File: config.mk
export PLATFORM = sky130hd
export DESIGN_NAME = spi_target
export DESIGN_NICKNAME = d
export VERILOG_FILES = /design/src/rtl/sonata_pkg.sv /design/src/rtl/prim_flop_2sync.sv /design/src/rtl/spi_target.sv
export SDC_FILE = /design/constraint.sdc
export NUM_CORES = 1
export LEC_CHECK = 0
export BUFFER_PORTS_ARGS = -buffer_cell sky130_fd_sc_hd__buf_2
export CORE_MARGIN = 2
export CORE_UTILIZATION = 30
export DETAILED_ROUTE_END_ITERATION = 7
export GPL_TIMING_DRIVEN = 0
export HOLD_SLACK_MARGIN = 0.12
export PLACE_DENSITY = 0.59
export SKIP_LAST_GASP = 1
export SLEW_MARGIN = 20
export SYNTH_ARGS = -nofsm -noshare
export SYNTH_HDL_FRONTEND = slang
export SYNTH_HIERARCHICAL = 1
export SYNTH_SLANG_ARGS = --single-unit
export TNS_END_PERCENT = 100
File: constraint.sdc
create_clock -name clk_i -period 1.5 [get_ports clk_i]
set_input_delay 0.3 -clock clk_i [delete_from_list [all_inputs] [get_ports clk_i]]
set_output_delay 0.3 -clock clk_i [all_outputs]
set_load 0.05 [all_outputs]
File: src/rtl/sonata_pkg.sv
// Shared SPI definitions for the Sonata peripherals: target FSM states and
// target-side defaults.
package sonata_pkg;

    typedef enum logic {
        SPI_TGT_IDLE     = 1'b0,
        SPI_TGT_SELECTED = 1'b1
    } spi_tgt_state_e;

    localparam int unsigned SPI_TGT_SYNC_STAGES    = 2;
    localparam logic [7:0]  SPI_TGT_UNDERFLOW_BYTE = 8'hFF;

endpackage

File: src/rtl/prim_flop_2sync.sv
// Multi-stage flop synchroniser for asynchronous single-bit or bundled inputs.
module prim_flop_2sync #(
    parameter int unsigned     Width      = 1,
    parameter logic [Width-1:0] ResetValue = '0,
    parameter int unsigned     NumStages  = 2
) (
    input  logic             clk_i,
    input  logic             rst_ni,
    input  logic [Width-1:0] d_i,
    output logic [Width-1:0] q_o
);

    logic [NumStages-1:0][Width-1:0] stage_q;

    always_ff @(posedge clk_i or negedge rst_ni) begin
        if (!rst_ni) begin
            stage_q <= {NumStages{ResetValue}};
        end else begin
            stage_q <= {stage_q[NumStages-2:0], d_i};
        end
    end

    assign q_o = stage_q[NumStages-1];

endmodule

File: src/rtl/spi_target.sv
// Mode-0 SPI target oversampled in the system clock domain, with a byte-wide
// valid/ready receive port and a one-byte transmit holding register.
module spi_target
    import sonata_pkg::*;
#(
    parameter int unsigned SyncStages    = SPI_TGT_SYNC_STAGES,
    parameter logic [7:0]  UnderflowByte = SPI_TGT_UNDERFLOW_BYTE
) (
    input  logic       clk_i,
    input  logic       rst_ni,
    input  logic       spi_sck_i,
    input  logic       spi_cs_ni,
    input  logic       spi_copi_i,
    output logic       spi_cipo_o,
    output logic       spi_cipo_en_o,
    output logic [7:0] rx_data_o,
    output logic       rx_valid_o,
    input  logic       rx_ready_i,
    input  logic [7:0] tx_data_i,
    input  logic       tx_valid_i,
    output logic       tx_ready_o,
    output logic       rx_overflow_o,
    output logic       tx_underflow_o,
    output logic       active_o
);

    // All three pins share one synchroniser so they stay cycle-aligned.
    logic [2:0] pins_sync;
    logic       sck_sync, cs_n_sync, copi_sync;

    prim_flop_2sync #(
        .Width      (3),
        .ResetValue (3'b010),
        .NumStages  (SyncStages)
    ) u_pin_sync (
        .clk_i  (clk_i),
        .rst_ni (rst_ni),
        .d_i    ({spi_sck_i, spi_cs_ni, spi_copi_i}),
        .q_o    (pins_sync)
    );

    assign sck_sync  = pins_sync[2];
    assign cs_n_sync = pins_sync[1];
    assign copi_sync = pins_sync[0];

    spi_tgt_state_e state_q, state_d;
    logic       sck_prev_q;
    logic       cs_n_prev_q;
    logic [2:0] bit_cnt_q, bit_cnt_d;
    logic [6:0] rx_shift_q, rx_shift_d;
    logic [7:0] tx_shift_q, tx_shift_d;
    logic [7:0] hold_q, hold_d;
    logic       full_q, full_d;
    logic       cipo_q, cipo_d;
    logic       cipo_en_q, cipo_en_d;
    logic [7:0] rx_data_q, rx_data_d;
    logic       rx_valid_q, rx_valid_d;
    logic       rx_overflow_q, rx_overflow_d;
    logic       tx_underflow_q, tx_underflow_d;

    logic       sck_rise, sck_fall, cs_fall, cs_rise;
    logic       rx_complete, tx_load;
    logic [7:0] rx_byte;

    assign sck_rise = sck_sync & ~sck_prev_q;
    assign sck_fall = ~sck_sync & sck_prev_q;
    assign cs_fall  = ~cs_n_sync & cs_n_prev_q;
    assign cs_rise  = cs_n_sync & ~cs_n_prev_q;
    assign rx_byte  = {rx_shift_q, copi_sync};

    always_ff @(posedge clk_i or negedge rst_ni) begin
        if (!rst_ni) begin
            state_q <= SPI_TGT_IDLE;
        end else begin
            state_q <= state_d;
        end
    end

    always_comb begin
        state_d        = state_q;
        bit_cnt_d      = bit_cnt_q;
        rx_shift_d     = rx_shift_q;
        tx_shift_d     = tx_shift_q;
        hold_d         = hold_q;
        full_d         = full_q;
        rx_data_d      = rx_data_q;
        rx_valid_d     = rx_valid_q;
        rx_overflow_d  = 1'b0;
        tx_underflow_d = 1'b0;
        rx_complete    = 1'b0;
        tx_load        = 1'b0;

        case (state_q)
            SPI_TGT_IDLE: begin
                if (cs_fall) begin
                    state_d    = SPI_TGT_SELECTED;
                    bit_cnt_d  = 3'd0;
                    rx_shift_d = 7'd0;
                    tx_load    = 1'b1;
                end
            end
            SPI_TGT_SELECTED: begin
                // Deselect wins over a coincident SCK edge; partial bytes are dropped.
                if (cs_rise) begin
                    state_d    = SPI_TGT_IDLE;
                    bit_cnt_d  = 3'd0;
                    rx_shift_d = 7'd0;
                end else if (sck_rise) begin
                    rx_shift_d  = rx_byte[6:0];
                    bit_cnt_d   = bit_cnt_q + 3'd1;
                    rx_complete = (bit_cnt_q == 3'd7);
                end else if (sck_fall) begin
                    if (bit_cnt_q == 3'd0) begin
                        tx_load = 1'b1;
                    end else begin
                        tx_shift_d = {tx_shift_q[6:0], 1'b0};
                    end
                end
            end
            default: begin
                state_d = SPI_TGT_IDLE;
            end
        endcase

        if (tx_load) begin
            if (full_q) begin
                tx_shift_d = hold_q;
                full_d     = 1'b0;
            end else begin
                tx_shift_d     = UnderflowByte;
                tx_underflow_d = 1'b1;
            end
        end

        // Ready is taken from the registered full flag, so a byte consumed this
        // cycle can only be refilled from the next cycle on.
        if (tx_valid_i && !full_q) begin
            hold_d = tx_data_i;
            full_d = 1'b1;
        end

        if (rx_complete) begin
            if (!rx_valid_q || rx_ready_i) begin
                rx_data_d  = rx_byte;
                rx_valid_d = 1'b1;
            end else begin
                rx_overflow_d = 1'b1;
            end
        end else if (rx_ready_i) begin
            rx_valid_d = 1'b0;
        end

        cipo_en_d = (state_d == SPI_TGT_SELECTED);
        cipo_d    = cipo_en_d ? tx_shift_d[7] : 1'b0;
    end

    always_ff @(posedge clk_i or negedge rst_ni) begin
        if (!rst_ni) begin
            sck_prev_q     <= 1'b0;
            cs_n_prev_q    <= 1'b1;
            bit_cnt_q      <= 3'd0;
            rx_shift_q     <= 7'd0;
            tx_shift_q     <= 8'd0;
            hold_q         <= 8'd0;
            full_q         <= 1'b0;
            cipo_q         <= 1'b0;
            cipo_en_q      <= 1'b0;
            rx_data_q      <= 8'd0;
            rx_valid_q     <= 1'b0;
            rx_overflow_q  <= 1'b0;
            tx_underflow_q <= 1'b0;
        end else begin
            sck_prev_q     <= sck_sync;
            cs_n_prev_q    <= cs_n_sync;
            bit_cnt_q      <= bit_cnt_d;
            rx_shift_q     <= rx_shift_d;
            tx_shift_q     <= tx_shift_d;
            hold_q         <= hold_d;
            full_q         <= full_d;
            cipo_q         <= cipo_d;
            cipo_en_q      <= cipo_en_d;
            rx_data_q      <= rx_data_d;
            rx_valid_q     <= rx_valid_d;
            rx_overflow_q  <= rx_overflow_d;
            tx_underflow_q <= tx_underflow_d;
        end
    end

    assign spi_cipo_o     = cipo_q;
    assign spi_cipo_en_o  = cipo_en_q;
    assign rx_data_o      = rx_data_q;
    assign rx_valid_o     = rx_valid_q;
    assign tx_ready_o     = ~full_q;
    assign rx_overflow_o  = rx_overflow_q;
    assign tx_underflow_o = tx_underflow_q;
    assign active_o       = (state_q == SPI_TGT_SELECTED);

endmodule

==> results of run 1 <==
sequential cells by signal, summed over array words and instances, names as in the netlist:
| register | count |
|---|---|
| rx_overflow_o | 1 |
| tx_underflow_o | 1 |
| spi_cipo_o | 1 |
| u_pin_sync/stage_q | 3 |
| sck_prev_q | 1 |
| rx_valid_o | 1 |
| tx_shift_q | 8 |
| rx_shift_q | 7 |
| bit_cnt_q | 3 |
| spi_cipo_en_o | 1 |
| rx_data_o | 8 |
| u_pin_sync/q_o | 3 |
| cs_n_prev_q | 1 |
| hold_q | 8 |
| full_q | 1 |
per-stage QoR:
stage | power, mW | std cells
final | 3.37 | 300
after global routing | 3.58 | 300
after CTS | 3.40 | 296
after detailed placement | 2.53 | 276
after global placement | 2.50 | 276
after floorplan | 2.31 | 167
synth_stat cells, types with 2 or more instances:
| library cell | count | share of area |
|---|---|---|
| a22oi_1 | 4 | 0.015 |
| nand2b_1 | 5 | 0.015 |
| inv_1 | 6 | 0.011 |
| a31oi_1 | 3 | 0.0092 |
| mux2_2 | 16 | 0.088 |
| nand3_1 | 7 | 0.017 |
| a22o_2 | 3 | 0.015 |
| dfstp_2 | 3 | 0.039 |
| and2b_1 | 2 | 0.0073 |
| o21ai_1 | 5 | 0.012 |
| buf_2 | 3 | 0.0073 |
| buf_4 | 7 | 0.026 |
| ha_1 | 3 | 0.018 |
| nand2_1 | 12 | 0.022 |
| o2111ai_1 | 3 | 0.013 |
| o21ai_0 | 6 | 0.015 |
| dfrtp_1 | 45 | 0.55 |
| nor2b_1 | 5 | 0.015 |
| mux2i_1 | 2 | 0.0098 |
| nor2_1 | 8 | 0.015 |
worst max path at each step:
| stage | depth (start not counted) | endpoint |
|---|---|---|
| after floorplan | 5 | rx_data_o[0]$_DFFE_PN0P_ |
| after global placement | 5 | rx_data_o[0]$_DFFE_PN0P_ |
| after detailed placement | 5 | rx_data_o[1]$_DFFE_PN0P_ |
| after CTS | 5 | rx_data_o[1]$_DFFE_PN0P_ |
| after global routing | 5 | tx_shift_q[6]$_DFFE_PN0P_ |
| final | 6 | bit_cnt_q[0]$_DFFE_PN0P_ |
timing repair:
item | in CTS | in global routing
pin swaps | 4 | 2
resized for setup | 17 | 5
hold endpoints to repair | 3 | 45
setup endpoints to repair | 24 | 25
hold buffers | 3 | 1
buffers inserted | 10 | 4
layout make-up:
cell class                      count  area [sq um]  area share
Clock inverter                      1          7.51     0.00290
Inverter                            6          22.5     0.00871
Buffer                             11          91.3      0.0353
Tap cell                           80           100      0.0387
Clock buffer                        7          86.3      0.0334
Timing Repair Buffer               47           295       0.114
Sequential cell                    48          1210       0.466
Multi-Input combinational cell    100           777       0.300
metal layers:
metal / vias to the layer above / track usage
li1: 681 / -
met1: 666 / 0.150
met2: 23 / 0.153
met3: 6 / 0.0210
met4: 0 / 0.0511
met5: - / 0
power groups by stage:
stage                     Sequential [mW]  Clock [mW]  Combinational (mW)
after floorplan                      1.74           0               0.571
after global placement               1.73           0               0.773
after detailed placement             1.75           0               0.785
after CTS                            1.72       0.828               0.850
after global routing                 1.76       0.882               0.944
final                                1.71       0.802               0.858
worst max-delay path: stages, from the launching register on:
cell,delay [ns]
dfstp_2,0.52
buf_4,0.13
nand2b_4,0.08
a21o_4,0.22
and2_4,0.15
buf_6,0.13
mux2_4,0.25
placed cells by master, fill, tap and decap left out, drive strengths merged, types with 4 or more instances in the layout:
| cell type | netlist | layout |
|---|---|---|
| dlygate4sd3 | 0 | 4 |
| mux2 | 17 | 17 |
| a22oi | 4 | 4 |
| nor2 | 8 | 8 |
| dfrtp | 45 | 45 |
| nand2 | 12 | 12 |
| o21ai | 11 | 11 |
| nand2b | 6 | 6 |
| inv | 6 | 6 |
| clkbuf | 1 | 7 |
| buf | 12 | 54 |
| nand3 | 7 | 7 |
| nor2b | 5 | 5 |
cell families (layout without fill, tap and decap cells):
family / count (synthesis) / after routing / synth area share
buf+inv: 19 / 72 / 0.0538
flops: 48 / 48 / 0.589
simple gates: 47 / 47 / 0.124
compound gates: 30 / 30 / 0.105
mux: 19 / 19 / 0.105
fa+ha+maj: 4 / 4 / 0.0238
==> reports/metrics.yaml, run 1 <==
buffer_ports.inserted: 29
synthDistinctLibCells: 39
drive_above_1_share: 0.445
insertion_delay_ns: 0.30
violations_in_the_final_reports: "negative setup slack"
grt_start_max_net_pins: 49
comb_power_share: 0.254
design.die.area_sq_um: 7500
hold_critical_path_endpoint: "hold_q[0]$_DFFE_PN0P_"
number_of_clock_buffers_inserted_by_tritoncts: 5
hp-class: "input port to flop"
p_int_mw: 2.35
final_cell_area_sq_um: 2590
routed_wl_met2_microns: 1700
hold_viol_final: 0
worst_setup_path_end_kind: "flop"
mappedNetlistNets: 185
wl_microns: 3750
critical_path.reg2reg.startpoint: "u_pin_sync/q_o[1]$_DFF_PN1_"
ctsHtreeMaxLevel: 2
diodes: 0
ff2ff_setup_slack_ns: -0.09
ys_dominant_reg_cell: "dfrtp_1"
grt_first_pass_wirelength_microns: 6180
report.final.setup_viol: 18
utilization: 0.387
avgRoutedWirePerCell_microns: 12.5
globalRouteOverflowTotal: 0
detailedPlace.worstSlack_ns: -0.203
r2r_cells: 6
post_synth.cell_area_avg_sq_um: 12.3
tightestPinTransition_ns: 0.598
startpoint: "u_pin_sync/q_o[1]$_DFF_PN1_"
maxCapViolations: 0
final.setup_skew_ns: 0.00531
share_seq_of_total_power: 0.508
route.detailed.drc: 0
chipHeight_microns: 86.6
setup.worst_path.start_class: "flop"
setup_slack_ns: -0.0908
route.antenna.remaining_nets: 0
holdCritStartpoint: "tx_data_i[0]"
setup_repair_after_global_routing_missed_its_margin: "yes"
seq_area_frac_synth: 0.589
highest-signal-layer: "met4"
rows: 30
initial_core_util: 0.306
ctsLongestPathBuffers: 2
globalplace.congestion: 0.812
io-pin-count: 30
area.growth.synth_to_final_pct: 26.3
worstPathArrival_ns: 1.78
drt_first_iter_violations: 64
tns_ns: -1.08
via_count_of_the_first_global_routing_pass: 1289
tritoncts: "done"
vdd_drop_max_uv: 582
num-fill-cells: 656
design.core.area_sq_um: 6680
power.leakage_nw: 1.23
routed-wl-met3_microns: 122
p_sw_mw: 1.03
maxClockFrequency_mhz: 629
hold_path_depth: 2
synth_edf_count: 0
die_w_microns: 86.6
cts_num_sinks: 48
overall_track_demand_over_capacity_in_global_routing: 0.105
cts.clk_slew.worst_paths_ns: 0.09
synthesis.instances: 167
layout.nets: 237
firstDrtPassIters: 4
power.share.clock: 0.238
status: "finished with violations"
power_switching_share: 0.304
final_min_period_over_clock_period: 1.06
relSlewSlack: 0.599
dr_total_vias: 1376
timing.final.crit_period_ns: 1.59
fin_worst_hold_slack_ns: 0.224
worst-endpoint-required_ns: 1.69
worst-setup-path-type: "flop to flop"
ctsRootBufferMaster: "clkbuf_8"
via_per_inst: 4.59
pwr_density_cell_nw_per_um2: 1300
post_dp_area_sq_um: 2300
yosys_warnings: 6
syn_area_sq_um: 2050
antenna_found_initial: 0
slew_violations: 0
synth_seq_cells: 48
synthArstFlopShare: 1.00
r2r_end: "bit_cnt_q[0]$_DFFE_PN0P_"
wl_met1_microns: 1840
worstPathMaxFanout: 10
Note: power is estimated with default switching activity, not from simulation.
==> run 2, diff against run 1 <==
Settings changed: ABC_AREA set to 1.
==> reports/metrics.yaml, run 2 <==
yosys_warnings: 6
worst_setup_path_end_kind: "flop"
tritoncts: "done"
drive_above_1_share: 0.396
synth_edf_count: 0
num-fill-cells: 636
critical_path.most_common_cell: "nand2_2"
worstSetupPathDepth: 9
synth.most_common_cell: "dfrtp_1"
drt_first_iter_violations: 88
report.final.setup_viol: 0
setup_repair_after_global_routing_missed_its_margin: "yes"
syn_area_sq_um: 2010
route.detailed.drc: 0
post_synth.cell_area_avg_sq_um: 10.8
layout.nets: 252
diodes: 0
netlist_top_cells_area: "dfrtp_1 56%, nand2_1 6.1%, o21ai_1 5.5%"
maxCapViolations: 0
synthDistinctLibCells: 27
most-common-layout-cells: "44 x dfrtp_1, 33 x nand2_1, 27 x buf_2"
relSlewSlack: 0.592
status: "completed"
maxClockFrequency_mhz: 700
grt_start_max_net_pins: 49
ctsHtreeMaxLevel: 2
detailedPlacementHpwl_microns: 2330
timing.critical_path.slowest_cell_delay_ns: 0.42
pwr_density_cell_nw_per_um2: 1430
rows: 29
synth_seq_cells: 48
worst-endpoint-required_ns: 1.70
seq_area_frac_synth: 0.598
overall_track_demand_over_capacity_in_global_routing: 0.0951
ys_dominant_reg_cell: "dfrtp_1"
via_per_inst: 4.37
insertion_delay_ns: 0.30
tightestPinTransition_ns: 0.613
critical_path.cell_chain: "inv_2 -> ha_4 -> inv_2 -> nor2_2 -> nand2_2 -> o21ai_4 -> nand2_2 -> nand2_2 -> nor2_2"
slowest_stage: "dfrtp_1"
globalRouteOverflowTotal: 0
timing.critical_path.buf_inv: 2
final.setup_skew_ns: 0.00796
cts.clk_slew.worst_paths_ns: 0.09
utilization: 0.392
chipHeight_microns: 85.9
dr_total_vias: 1364
post_dp_area_sq_um: 2260
top_delay_family_on_crit_path: "simple AND/OR/NAND/NOR gates"
power.leakage_nw: 1.21
route.antenna.remaining_nets: 0
hold_viol_final: 0
hold_path_depth: 2
hp-class: "input port to flop"
number_of_clock_buffers_inserted_by_tritoncts: 5
via_count_of_the_first_global_routing_pass: 1243
vdd_drop_max_uv: 488
globalplace.congestion: 0.762
antenna_found_initial: 0
buffer_ports.inserted: 29
cts_num_sinks: 48
layout.cells.most_common: "dfrtp_1"
area.growth.synth_to_final_pct: 25.0
io-pin-count: 30
library_cell_occupying_the_most_area_in_the_post_synthesis_netlist: "dfrtp_1"
synth.top_cells.by_count: "45 x dfrtp_1, 33 x nand2_1, 22 x o21ai_1"
fin_worst_hold_slack_ns: 0.226
timing.final.crit_period_ns: 1.43
yosys.area.top_type_share: 0.559
wl_microns: 3600
final_min_period_over_clock_period: 0.952
mappedNetlistNets: 205
slew_violations: 0
r2r_cells: 9
synthArstFlopShare: 1.00
die_w_microns: 85.9
worstPathArrival_ns: 1.63
ctsRootBufferMaster: "clkbuf_8"
worst-setup-path-type: "flop to flop"
setup.worst_path.start_class: "flop"
worstPathMaxFanout: 5
ctsLongestPathBuffers: 2
initial_core_util: 0.314
avgRoutedWirePerCell_microns: 11.5
design.core.area_sq_um: 6420
synthesis.instances: 187
firstDrtPassIters: 4
grt_first_pass_wirelength_microns: 5620
final_cell_area_sq_um: 2520
design.die.area_sq_um: 7390
-- run 2: cell types whose count changed in the layout (fill, tap and decap cells not counted), sizes merged, moves of 4 or more --
| cell | change |
|---|---|
| a22oi | -4 |
| buf | -11 |
| inv | +17 |
| mux2 | -9 |
| nand2 | +28 |
| nand2b | -6 |
| nand3 | +7 |
| nor2b | -5 |
| o21ai | +17 |
-- run 2: cell families (layout without fill, tap and decap cells) --
group | Yosys count | after routing | synth area share
fa+ha+maj | 3 | 3 | 0.0186
simple gates | 67 | 67 | 0.172
buf+inv | 31 | 78 | 0.0776
compound gates | 30 | 31 | 0.0888
flops | 48 | 48 | 0.598
mux | 8 | 8 | 0.0447
-- run 2: what timing repair did --
action / CTS / global route
gates resized for setup: 2 / 9
pin swaps: 3 / 12
endpoints found under the hold margin: 3 / 45
hold buffers: 3 / 1
setup buffers: 3 / 5
endpoints found under the setup margin: 4 / 11
gates cloned: 0 / 1
-- run 2: final timing paths --
check | from | endpoint | slack [ns]
max in group asynchronous | rst_ni | spi_cipo_en_o$_DFF_PN0_ | 0.51
worst min register to register | u_pin_sync/stage_q[2]$_DFF_PN0_ | u_pin_sync/q_o[2]$_DFF_PN0_ | 0.35
worst min-delay path | tx_data_i[4] | hold_q[4]$_DFFE_PN0P_ | 0.23
worst max-delay path | bit_cnt_q[0]$_DFFE_PN0P_ | spi_cipo_o$_DFF_PN0_ | 0.07
worst max register to register | bit_cnt_q[0]$_DFFE_PN0P_ | spi_cipo_o$_DFF_PN0_ | 0.07
min in group asynchronous | rst_ni | u_pin_sync/stage_q[0]$_DFF_PN0_ | 0.55
-- run 2: layout make-up --
type                    instances  area, sq um  share of cell area
flip-flops and latches         48         1210               0.479
clock buffers                   6         82.6              0.0328
multi-input cells             109          683               0.271
inverters                      23         88.8              0.0353
plain buffers                   6         60.1              0.0238
repair buffers                 41          263               0.104
well taps                      77         96.3              0.0383
clock inverters                 2         38.8              0.0154
-- run 2: worst reg2reg max path, cell delays in order (launching register included) --
cell     delay, ns
dfrtp_1       0.42
inv_2         0.08
ha_4          0.13
inv_2         0.03
nor2_2        0.14
nand2_2       0.11
o21ai_4       0.23
nand2_2       0.08
nand2_2       0.08
nor2_2        0.03
-- run 2: metal layers --
| metal | up-vias | share of wire | GRT usage |
|---|---|---|---|
| met3 | 3 | 0.035 | 0.0241 |
| met5 | - | 0 | 0 |
| li1 | 695 | - | - |
| met4 | 0 | 0.0053 | 0.0346 |
| met1 | 641 | 0.48 | 0.131 |
| met2 | 25 | 0.48 | 0.144 |
-- run 2: power breakdown --
part	internal (mW)	switching (mW)	leakage (nW)
Sequential	1.57	0.151	0.605
Clock	0.545	0.435	0.0614
Combinational	0.366	0.529	0.541
Total	2.48	1.11	1.21
-- run 2: metrics by stage --
step / std cells / total power [mW] / TNS [ns] / setup WS [ns]
floorplan: 187 / 2.36 / 0 / 0.0661
global placement: 293 / 2.54 / 0 / 0.0322
detailed placement: 293 / 2.57 / 0 / 0.0120
CTS: 306 / 3.59 / -0.00127 / -0.00127
global route: 312 / 3.81 / -0.0495 / -0.0257
finish: 312 / 3.59 / 0 / 0.0716
==> run 3, diff against run 2 <==
Settings changed: GPL_TIMING_DRIVEN 0 to unset.
==> reports/metrics.yaml, run 3 (synthesis results as in run 2) <==
maxClockFrequency_mhz: 718
avgRoutedWirePerCell_microns: 11.3
worstPathArrival_ns: 1.60
initial_core_util: 0.314
fin_worst_hold_slack_ns: 0.215
wl_microns: 3420
worst-setup-path-type: "flop to flop"
worst-endpoint-required_ns: 1.71
critical_path.reg2reg.startpoint: "bit_cnt_q[1]$_DFFE_PN0P_"
dr_total_vias: 1372
hold_critical_path_endpoint: "hold_q[3]$_DFFE_PN0P_"
firstDrtPassIters: 4
via_count_of_the_first_global_routing_pass: 1351
num-fill-cells: 648
io-pin-count: 30
hold_path_depth: 2
globalRouteOverflowTotal: 0
report.final.setup_viol: 0
final_min_period_over_clock_period: 0.928
hp-class: "input port to flop"
hold_viol_final: 0
design.die.area_sq_um: 7390
diodes: 0
layout.nets: 243
via_per_inst: 4.53
ctsRootBufferMaster: "clkbuf_8"
setup_slack_ns: 0.107
post_layout_nonfiller_instances: 303
tightestPinTransition_ns: 0.369
dpl.cell_count: 288
most-common-layout-cells: "44 x dfrtp_1, 33 x nand2_1, 29 x buf_2"
grt_first_pass_wirelength_microns: 5800
tns_ns: 0
detailedPlacementHpwl_microns: 2260
tritoncts: "done"
buffer_ports.inserted: 29
ctsHtreeMaxLevel: 2
chipHeight_microns: 85.9
drt_first_iter_violations: 80
cts_num_sinks: 48
post-layout-total-power_mw: 3.36
globalplace.congestion: 0.724
utilization: 0.377
insertion_delay_ns: 0.31
final.setup_skew_ns: 0.0129
layout.cells.most_common: "dfrtp_1"
number_of_clock_buffers_inserted_by_tritoncts: 5
cts.clk_slew.worst_paths_ns: 0.10
route.antenna.remaining_nets: 0
relSlewSlack: 0.753
die_w_microns: 85.9
grt_start_max_net_pins: 49
area.growth.synth_to_final_pct: 20.1
overall_track_demand_over_capacity_in_global_routing: 0.0971
timing.final.crit_period_ns: 1.39
final_cell_area_sq_um: 2420
ff2ff_setup_slack_ns: 0.11
setup_repair_after_global_routing_missed_its_margin: "no"
antenna_found_initial: 0
rows: 29
pwr_density_cell_nw_per_um2: 1390
design.core.area_sq_um: 6420
power.leakage_nw: 1.15
detailedPlace.worstSlack_ns: 0.0299
status: "completed"
setup.worst_path.start_class: "flop"
maxCapViolations: 0
slew_violations: 0
route.detailed.drc: 0
r2r_cells: 9
post_dp_area_sq_um: 2220
ctsLongestPathBuffers: 2
worstPathMaxFanout: 5
worst_setup_path_end_kind: "flop"
vdd_drop_max_uv: 545
drive_above_1_share: 0.363
holdCritStartpoint: "tx_data_i[3]"
r2r_end: "spi_cipo_o$_DFF_PN0_"
==> run 3: cell types whose count changed in the layout (fill, tap and decap cells not counted), sizes merged <==
cell | before | now
buf | 43 | 33
nand4 | 1 | 2
bufinv | 1 | 0
clkbuf | 6 | 5
clkinv | 1 | 0
inv | 23 | 25
clkinvlp | 0 | 1
==> run 3: worst max-delay path: stages (launching register included) <==
cell and delay, ns:
dfrtp_1 0.40, inv_2 0.07, ha_2 0.18, inv_2 0.04
nor2_4 0.13, nand2_4 0.08, o21ai_4 0.22, nand2_2 0.08
nand2_2 0.07, nor2_2 0.03
==> run 3: worst max path at each step <==
stage | from | to | slack [ns] | cells past startpoint
floorplan | full_q$_DFFE_PN0P_ | spi_cipo_o$_DFF_PN0_ | 0.07 | 6
global placement | cs_n_prev_q$_DFF_PN1_ | rx_data_o[1]$_DFFE_PN0P_ | 0.06 | 7
detailed placement | bit_cnt_q[0]$_DFFE_PN0P_ | tx_shift_q[7]$_DFF_PN0_ | 0.03 | 9
CTS | cs_n_prev_q$_DFF_PN1_ | rx_data_o[0]$_DFFE_PN0P_ | 0.02 | 7
global route | u_pin_sync/q_o[1]$_DFF_PN1_ | tx_shift_q[5]$_DFFE_PN0P_ | 0.004 | 6
finish | bit_cnt_q[1]$_DFFE_PN0P_ | spi_cipo_o$_DFF_PN0_ | 0.11 | 9
==> run 3: power breakdown <==
group	internal [mW]	switching [mW]	leakage, nW
clock	0.340	0.457	0.0452
sequential	1.57	0.149	0.605
combinational	0.325	0.524	0.498
total	2.23	1.13	1.15
==> run 3: area by class of cell <==
class,count,area (sq um),share of cell area
sequential,48,1210,0.499
multi-input combinational,110,701,0.290
timing repair buffer,37,228,0.0942
tap,77,96.3,0.0398
inverter,23,93.8,0.0388
clock buffer,5,68.8,0.0285
clock inverter,3,25.0,0.0103
==> run 3: routing by layer <==
metal,routed length (microns),GRT usage
met5,0,0
met4,32,0.0346
met3,138,0.0298
met2,1570,0.155
met1,1670,0.125
==> run 3: repair_timing <==
action | 4_1_cts | 5_1_grt
hold buffers | 4 | 0
setup buffers | 0 | 1
setup endpoints to repair | 0 | 18
hold endpoints to repair | 48 | 0
gates resized for setup | 0 | 10
